**src/rtl/counter_pkg.sv**
```systemverilog
// Shared encodings for the counter sequencer: FSM states, direction codes and
// the configuration that applies after reset.
package counter_pkg;

  typedef enum logic [1:0] {
    ST_IDLE = 2'd0,
    ST_RUN  = 2'd1,
    ST_HOLD = 2'd2,
    ST_DONE = 2'd3
  } state_t;

  localparam logic DIR_UP   = 1'b0;
  localparam logic DIR_DOWN = 1'b1;

  // Reset config is a plain full-range up counter. mod=0 encodes 2^WIDTH and
  // start=0, so both are written as '0 at the use site.
  localparam logic RST_CFG_DIR    = DIR_UP;
  localparam logic RST_CFG_RELOAD = 1'b1;

endpackage

```
**src/rtl/mod_n_counter.sv**
```systemverilog
// Mod-M up/down counter datapath. mod carries the effective modulus M
// (1..2^WIDTH) one bit wider than q, so 2^WIDTH is representable.
module mod_n_counter
  import counter_pkg::*;
#(
  parameter int WIDTH = 3
) (
  input  logic             clk,
  input  logic             rst,
  input  logic             load,
  input  logic [WIDTH-1:0] load_val,
  input  logic             en,
  input  logic             dir,
  input  logic [WIDTH:0]   mod,
  output logic [WIDTH-1:0] q,
  output logic             at_term
);

  logic [WIDTH-1:0] r_q;
  logic [WIDTH:0]   w_q_ext;
  logic [WIDTH:0]   w_last;
  logic [WIDTH-1:0] w_next;

  assign w_q_ext = {1'b0, r_q};
  assign w_last  = mod - (WIDTH+1)'(1);
  assign q       = r_q;

  always_comb begin
    at_term = 1'b0;
    w_next  = r_q;
    if (dir == DIR_UP) begin
      at_term = (w_q_ext == w_last);
      w_next  = at_term ? '0 : r_q + 1'b1;
    end else begin
      at_term = (r_q == '0);
      w_next  = at_term ? w_last[WIDTH-1:0] : r_q - 1'b1;
    end
  end

  always_ff @(posedge clk or posedge rst) begin
    if (rst)       r_q <= '0;
    else if (load) r_q <= load_val;
    else if (en)   r_q <= w_next;
  end

endmodule

```
**src/rtl/counter_sequencer.sv**
```systemverilog
// Sequencer around mod_n_counter: config handshake, start/stop/clear commands,
// terminal-count and one-shot done reporting. dbg_state mirrors the FSM.
// Handshake: a config offer transfers on an edge where cfg_valid && cfg_ready;
// cfg_ready is high only in IDLE, so the source must hold its offer until then.
module counter_sequencer
  import counter_pkg::*;
#(
  parameter int WIDTH = 3
) (
  input  logic             clk,
  input  logic             rst,
  input  logic             cfg_valid,
  output logic             cfg_ready,
  input  logic [WIDTH-1:0] cfg_mod,
  input  logic             cfg_dir,
  input  logic             cfg_reload,
  input  logic [WIDTH-1:0] cfg_start,
  input  logic             start,
  input  logic             stop,
  input  logic             clear,
  output logic [WIDTH-1:0] q,
  output logic             busy,
  output logic             tc,
  output logic             done,
  output logic [1:0]       dbg_state
);

  state_t           r_state;
  logic [WIDTH-1:0] r_mod;
  logic             r_dir;
  logic             r_reload;
  logic [WIDTH-1:0] r_start_val;

  logic             w_cfg_hs;
  logic [WIDTH-1:0] w_sel_mod;
  logic             w_sel_dir;
  logic [WIDTH-1:0] w_sel_start;
  logic [WIDTH:0]   w_sel_m;
  logic [WIDTH:0]   w_run_m;
  logic [WIDTH-1:0] w_clamp;
  logic             w_start_cmd;
  logic             w_load;
  logic [WIDTH-1:0] w_load_val;
  logic             w_en;
  logic             w_at_term;

  function automatic logic [WIDTH:0] eff_mod(input logic [WIDTH-1:0] m);
    return (m == '0) ? {1'b1, {WIDTH{1'b0}}} : {1'b0, m};
  endfunction

  // A start in the same cycle as the handshake must see the incoming config.
  assign w_cfg_hs    = cfg_valid && (r_state == ST_IDLE);
  assign w_sel_mod   = w_cfg_hs ? cfg_mod   : r_mod;
  assign w_sel_dir   = w_cfg_hs ? cfg_dir   : r_dir;
  assign w_sel_start = w_cfg_hs ? cfg_start : r_start_val;
  assign w_sel_m     = eff_mod(w_sel_mod);
  assign w_run_m     = eff_mod(r_mod);

  always_comb begin
    w_clamp = w_sel_start;
    if ({1'b0, w_sel_start} >= w_sel_m) begin
      if (w_sel_dir == DIR_UP) w_clamp = '0;
      else                     w_clamp = w_sel_m[WIDTH-1:0] - 1'b1;
    end
  end

  assign w_start_cmd = (r_state == ST_IDLE) && start && !clear;
  assign w_load      = clear || w_start_cmd;
  assign w_load_val  = clear ? '0 : w_clamp;
  // One-shot completion holds q at the terminal value instead of wrapping.
  assign w_en        = (r_state == ST_RUN) && !clear && !stop &&
                       !(!r_reload && w_at_term);

  mod_n_counter #(.WIDTH(WIDTH)) u_counter (
    .clk      (clk),
    .rst      (rst),
    .load     (w_load),
    .load_val (w_load_val),
    .en       (w_en),
    .dir      (r_dir),
    .mod      (w_run_m),
    .q        (q),
    .at_term  (w_at_term)
  );

  always_ff @(posedge clk or posedge rst) begin
    if (rst) begin
      r_state     <= ST_IDLE;
      r_mod       <= '0;
      r_dir       <= RST_CFG_DIR;
      r_reload    <= RST_CFG_RELOAD;
      r_start_val <= '0;
    end else begin
      if (w_cfg_hs) begin
        r_mod       <= cfg_mod;
        r_dir       <= cfg_dir;
        r_reload    <= cfg_reload;
        r_start_val <= cfg_start;
      end
      case (r_state)
        ST_IDLE: if (w_start_cmd) r_state <= ST_RUN;
        ST_RUN: begin
          if (clear)                        r_state <= ST_IDLE;
          else if (stop)                    r_state <= ST_HOLD;
          else if (!r_reload && w_at_term)  r_state <= ST_DONE;
        end
        ST_HOLD: begin
          if (clear)             r_state <= ST_IDLE;
          else if (!stop && start) r_state <= ST_RUN;
        end
        default: r_state <= ST_IDLE;
      endcase
    end
  end

  assign cfg_ready = (r_state == ST_IDLE);
  assign busy      = (r_state == ST_RUN) || (r_state == ST_HOLD);
  assign tc        = (r_state == ST_RUN) && w_at_term;
  assign done      = (r_state == ST_DONE);
  assign dbg_state = r_state;

endmodule

```
**config.mk**
```make
export PLATFORM = sky130hd
export DESIGN_NAME = counter_sequencer
export DESIGN_NICKNAME = d
export VERILOG_FILES = /design/src/rtl/counter_pkg.sv /design/src/rtl/mod_n_counter.sv /design/src/rtl/counter_sequencer.sv
export SDC_FILE = /design/constraint.sdc
export NUM_CORES = 1
export LEC_CHECK = 0
export ABC_CLOCK_PERIOD_IN_PS = 2600
export CAP_MARGIN = 20
export CORE_ASPECT_RATIO = 0.6
export CORE_MARGIN = 2
export CORE_UTILIZATION = 28
export DETAILED_ROUTE_END_ITERATION = 10
export GPL_TIMING_DRIVEN = 0
export PLACE_DENSITY = 0.47
export SETUP_SLACK_MARGIN = 0.1
export SYNTH_ARGS = -nofsm -noshare
export SYNTH_HDL_FRONTEND = slang
export SYNTH_SLANG_ARGS = --single-unit
```
**constraint.sdc**
```tcl
create_clock -name clk -period 2.6 [get_ports clk]
set_input_delay 0.78 -clock clk [delete_from_list [all_inputs] [get_ports clk]]
set_output_delay 0.78 -clock clk [all_outputs]
set_load 0.02 [all_outputs]
```
**Word level (Yosys, flattened, before mapping)**

Cells that the tools add are included.

- Register bits after elaboration: 13
- Bits of input ports: 14
- Output and inout bits: 9

- Add/subtract/negate cells: 4
- Order comparisons: 1
- Equal/unequal tests: 7
- Muxes and demuxes: 21
- Reduce and logical (&&, ||, !) cells: 21

Operators by type and width:

| cell | number |
|---|---|
| $mux W3 | 10 |
| $mux W2 | 6 |
| $logic_and A1 B1 Y1 | 9 |
| $logic_not A3 Y1 | 3 |
| $mux W4 | 2 |
| $pmux W2 S3 | 1 |
| $sub A3 B1 Y3 const B | 2 |
| $eq A2 B2 Y1 const B | 2 |
| $eq A3 B4 Y1 | 1 |
| $ge A3 B4 Y1 | 1 |
| $logic_not A1 Y1 | 4 |
| $ne A4 B3 Y1 const B | 1 |
| $sub A4 B1 Y4 const B | 1 |
| $add A3 B1 Y3 const B | 1 |
| $ne A3 B3 Y1 const B | 1 |
| $reduce_and A3 Y1 | 1 |
| $eq A2 B1 Y1 const B | 1 |
| $logic_not A2 Y1 | 1 |
| $logic_or A1 B1 Y1 | 2 |
| $mux W1 | 2 |
| $ne A2 B1 Y1 const B | 1 |
| $reduce_bool A2 Y1 | 1 |

**Depth between registers and ports, before layout**

- Depth in word-level cells: 10
- Mapped depth: 13
- Mapped depth without buffers: 12

**Hierarchy**

From an unflattened synthesis, not the netlist that was laid out.

- Cell total of the unflattened synthesis: 132
- Area, all modules: 1171.1 um^2

Modules (own cells, without submodules):

| module | times used | cells an instance | area an instance (um^2) | seq. area each (um^2) |
|---|---|---|---|---|
| counter_sequencer | 1 | 83 | 795.8 | 251.5 |
| mod_n_counter | 1 | 49 | 375.4 | 75.1 |

**Worst setup path before layout**

No wires, ideal clock.

- Path kind: flip-flop to flip-flop
- From: register r_state[0], in the netlist dbg_state[0]
- To: register u_counter.r_q[1], in the netlist u_counter.q[1]
- Arrival: 2.711 ns
- Data required time: 2.475 ns
- Setup slack: -0.236 ns
- Cell stages (with the launch flop): 14
- Buffers on the path: 1
- Period minus slack after synthesis: 2.836 ns
- Path through: dfrtp_1 -> inv_1 -> ha_1 -> buf_2 -> nand2_4 -> mux2_2 -> inv_1 -> ha_1 -> o21ai_0 -> a21oi_1 -> o22ai_2 -> or3_1 -> o211ai_1 -> mux2_4

- Cells in the longest elaborated chain, start to end: 10
- Elaborated cells between the ends (all ways): 21
- Those cells by class: add/sub: 1; order compare: 1; eq/ne: 1; mux: 8; reduce/logical: 10

RTL lines:

| what | line | source |
|---|---|---|
| start, declared | counter_sequencer.sv:28 | `state_t r_state;` |
| start signal, assigned | counter_sequencer.sv:88 | `r_state <= ST_IDLE;` |
| start signal, assigned | counter_sequencer.sv:101 | `ST_IDLE: if (w_start_cmd) r_state <= ST_RUN;` |
| start signal, assigned | counter_sequencer.sv:103 | `if (clear) r_state <= ST_IDLE;` |
| $logic_not A2 Y1 (*) | -- |  |
| via cfg_ready | counter_sequencer.sv:13 | `output logic cfg_ready,` |
| $logic_and A1 B1 Y1 (*) | counter_sequencer.sv:52 | `assign w_cfg_hs = cfg_valid && (r_state == ST_IDLE);` |
| $mux W3 (*) | -- |  |
| via w_sel_mod[1] | counter_sequencer.sv:35 | `logic [WIDTH-1:0] w_sel_mod;` |
| $logic_not A3 Y1 | counter_sequencer.sv:48 | `return (m == '0) ? {1'b1, {WIDTH{1'b0}}} : {1'b0, m};` |
| $mux W4 (*) | counter_sequencer.sv:48 |  |
| $sub A3 B1 Y3 | counter_sequencer.sv:63 | `else w_clamp = w_sel_m[WIDTH-1:0] - 1'b1;` |
| $mux W3 | counter_sequencer.sv:62 | `if (w_sel_dir == DIR_UP) w_clamp = '0;` |
| $mux W3 (*) | counter_sequencer.sv:61 | `if ({1'b0, w_sel_start} >= w_sel_m) begin` |
| $mux W3 (*) | counter_sequencer.sv:69 | `assign w_load_val = clear ? '0 : w_clamp;` |
| $mux W3 (*) | mod_n_counter.sv:42 | `else if (load) r_q <= load_val;` |
| end signal, assigned | mod_n_counter.sv:42 |  |
| end signal, assigned | mod_n_counter.sv:43 | `else if (en) r_q <= w_next;` |
| end, declared | mod_n_counter.sv:19 | `logic [WIDTH-1:0] r_q;` |

Mark *: on every way through the listed nets, which the timed path passes. The rest lies on a longest branch.
A chain may end at the register's enable or synchronous reset.

**Worst setup path after layout**

- From: register r_mod[1]
- To: output port tc

- Cells in the longest elaborated chain, start to end: 6

RTL lines:

| what | line | source |
|---|---|---|
| start, declared | counter_sequencer.sv:29 | `logic [WIDTH-1:0] r_mod;` |
| start signal, assigned | counter_sequencer.sv:95 | `r_mod <= cfg_mod;` |
| $logic_not A3 Y1 | counter_sequencer.sv:48 |  |
| $mux W4 (*) | counter_sequencer.sv:48 |  |
| $sub A4 B1 Y4 (*) | mod_n_counter.sv:25 | `assign w_last = mod - (WIDTH+1)'(1);` |
| $eq A3 B4 Y1 (*) | mod_n_counter.sv:32 | `at_term = (w_q_ext == w_last);` |
| $mux W1 (*) | mod_n_counter.sv:31 | `if (dir == DIR_UP) begin` |
| $logic_and A1 B1 Y1 (*) | counter_sequencer.sv:118 | `assign tc = (r_state == ST_RUN) && w_at_term;` |
| end, declared | counter_sequencer.sv:23 | `output logic tc,` |

Every way passes the cells marked *; elsewhere a longest branch is shown, timed or not.

==> flow_summary_export.csv <==
group,metric,value,unit
global_route,grt_pass1_vias,1080,
placed_design,port_buffers,22,
floorplanning,dieArea,0.004747,mm^2
routing,drc,0,
placed_design,place_ws,-641.3,ps
clock_network,clk_pin_slew_worst_paths,50,ps
power_and_ir_drop,clkPwrFrac,6.1,%
power_and_ir_drop,combinationalPowerShare,78.4,%
placed_design,place_hpwl,2342,um
logic_synthesis,ys_types,42,
clock_network,insertion_delay,240,ps
routing,drt-wirelength-per-cell,15.17,um
logic_synthesis,yosysSeqAreaShare,27.80,%
floorplanning,chipHeight,54.18,um
logic_synthesis,synth-seq-cells,13,
critical_path,cp-start-kind,"register",
timing,drv_slew,0,
floorplanning,core_area,0.004076,mm^2
clock_network,cts_inserted_buffers,3,
floorplanning,die_w,87.63,um
critical_path,crit_type,"register to output port",
power_and_ir_drop,power_switching_share,44.78,%
floorplanning,initial_core_util,28.82,%
routing,drt_pass1_iterations,4,
power_and_ir_drop,p_int,1.653,mW
logic_synthesis,synth.area.top_cells,"dfrtp_1 (26%), ha_1 (14%), mux2_2 (7.7%)",
floorplanning,io_pins,23,
logic_synthesis,yosys-top-cells-count,"inv_1 (15), ha_1 (13), dfrtp_1 (12)",
final_layout,regArea,330.3,um^2
power_and_ir_drop,p_leak,0.8631,nW
logic_synthesis,syn_area,0.001175,mm^2
global_route,grt_max_degree,14,
clock_network,clockRootBuffer,"clkbuf_8",
flow_run,maxCapViolCount,0,
power_and_ir_drop,p_sw,1.340,mW
timing,finalWorstSetupSlack,-43.73,ps
floorplanning,num_rows,18,
global_route,grt_pass1_wl,5250,um
timing,rsz0062_at_grt,"yes",
timing,skew,4.594,ps
critical_path,critPathMaxFanout,4,
final_layout,nets,199,
timing,post-route-period-util,101.7,%
power_and_ir_drop,ir_worst_vdd,0.4649,mV
power_and_ir_drop,seq_power_share,15.4,%
timing,setup_tns,-43.73,ps
run_status,status,"finished with violations",
logic_synthesis,synth_top_area_share,25.56,%
final_layout,nFillCells,369,
logic_synthesis,synth_ff_type,"dfrtp_1",
worst_hold_path,hold_path.class,"register to register",
logic_synthesis,synth_largest_area_cell,"dfrtp_1",
critical_path,arrival,1860,ps
clock_network,cts_max_level,1,
routing,drt_iter0_markers,40,
final_layout,drive_above_1_share,47.95,%
final_layout,utilization,49.82,%
global_route,groute.usage.overall,14.95,%
logic_synthesis,synthCells,122,
power_and_ir_drop,power_density,1474,mW/mm^2
run_status,violations,"negative setup slack",
placed_design,gp_congestion,0.8567,
timing,period_needed,2644,ps
logic_synthesis,synth_most_common_cell,"inv_1",
timing,tightest_slew,554.3,ps
clock_network,cts_buffer_depth,2,
timing,hold_viol_final,0,
critical_path,end_kind,"output port",
clock_network,cts.sinks,13,
timing,clock.fmax,0.3783,GHz
routing,ant_nets,0,
logic_synthesis,synth_area_per_cell,9.630,um^2
timing,maxSlewHeadroom,63.00,%
power_and_ir_drop,p_total,2.993,mW
timing,setup_viol,1,
critical_path,worstPathRequired,1820,ps
logic_synthesis,async_flop_share,100.0,%
final_layout,area_delta_synth_final,72.84,%
routing,viasPerCell,4.779,
global_route,antenna_found_initial,0,
logic_synthesis,synth_edf_count,0,
clock_network,cts_tree,"yes",
global_route,grt_overflow_total,0,
logic_synthesis,syn_nets,149,
final_layout,multi_input_area,0.001097,mm^2
routing,routed-via-count,1104,
routing,finalWirelength,3504,um
logic_synthesis,synth_warnings,0,
final_layout,n_antenna_cell,0,
[sequential cells by signal, indices dropped and copies added, names as in the netlist]
register and flops:
r_mod 3, r_start_val 3, dbg_state 2, r_reload 1
r_dir 1, u_counter.q 3
[power by group through the flow]
stage | Sequential (mW) | Clock (mW) | Combinational, mW
after floorplan | 0.441 | 0 | 1.03
after global placement | 0.438 | 0 | 1.37
after detailed placement | 0.439 | 0 | 1.40
after CTS | 0.441 | 0.192 | 1.81
after global routing | 0.479 | 0.200 | 2.50
final | 0.462 | 0.184 | 2.35
[kinds of logic (layout without fill, tap and decap cells)]
kind of cell | count (synthesis) | in the layout | synth area share [%]
buffers and inverters | 16 | 64 | 5.218
XOR/XNOR | 5 | 5 | 3.727
multiplexers | 16 | 16 | 15.12
adder cells (fa/ha/maj) | 13 | 13 | 13.84
flip-flops | 13 | 13 | 27.80
AND/OR/NAND/NOR | 31 | 32 | 15.12
AO/OA/AOI/OAI | 28 | 28 | 19.17
[metrics by stage]
step	hold slack, ps	cell area [um^2]	instances
floorplan	477.6	1245	122
finish	531.9	2031	231
detailed placement	520.9	1540	204
global route	544.8	2031	231
global placement	517.6	1540	204
CTS	533.7	1812	223
[final cells by class]
cell class / count / area share, %
Buffer: 1 / 0.9858
Clock buffer: 4 / 2.218
Inverter: 15 / 2.896
Multi-Input combinational cell: 94 / 54.04
Sequential cell: 13 / 16.27
Tap cell: 60 / 3.697
Timing Repair Buffer: 44 / 19.90
[final timing paths]
kind	startpoint	endpoint	slack [ps]	depth (start not counted)
min in group asynchronous	rst	u_counter.q[2]$_DFFE_PP0P_	890	2
max in group asynchronous	rst	dbg_state[0]$_DFFE_PP0P_	1310	2
setup reg to reg	dbg_state[0]$_DFFE_PP0P_	u_counter.q[1]$_DFFE_PP0P_	120	12
hold reg to reg	r_start_val[1]$_DFF_PP0_	r_start_val[1]$_DFF_PP0_	530	1
hold / removal	r_start_val[1]$_DFF_PP0_	r_start_val[1]$_DFF_PP0_	530	1
setup / recovery	r_mod[1]$_DFF_PP0_	tc	-40	8
[worst max-delay path, cell delays in order (launching register included)]
cell and delay [ps]:
dfrtp_1 390, inv_2 80, ha_4 170, nor2b_4 140, o21a_4 240, o2111ai_4 220
nand3_2 110, and2_4 150, buf_6 120
[cell usage in the layout, fill, tap and decap left out, types with 3 or more instances in the layout]
master,count
mux2i_1,3
inv_1,10
dlymetal6s2s_1,3
o211ai_1,3
dfrtp_1,9
o21ai_0,3
ha_1,7
dfrtp_2,3
nor2_1,7
inv_2,4
mux2_2,4
mux2_4,5
clkbuf_8,3
nand2_1,4
clkdlybuf4s50_1,16
ha_4,6
buf_4,20
a21oi_1,4
[routing by layer]
metal / vias up / share of wire (%) / global-route usage, %
met1: 535 / 51 / 21.39
li1: 538 / - / -
met2: 29 / 44 / 23.86
met3: 2 / 4.3 / 2.454
met5: - / 0 / 0
met4: 0 / 0.54 / 3.077
[repair_timing]
action,CTS,global route
resized for setup,35,25
pin swaps,13,12
hold buffers,0,0
endpoints found under the setup margin,4,4
gates cloned,1,0
setup buffers,14,8
Note: power is estimated with default switching activity, not from simulation.
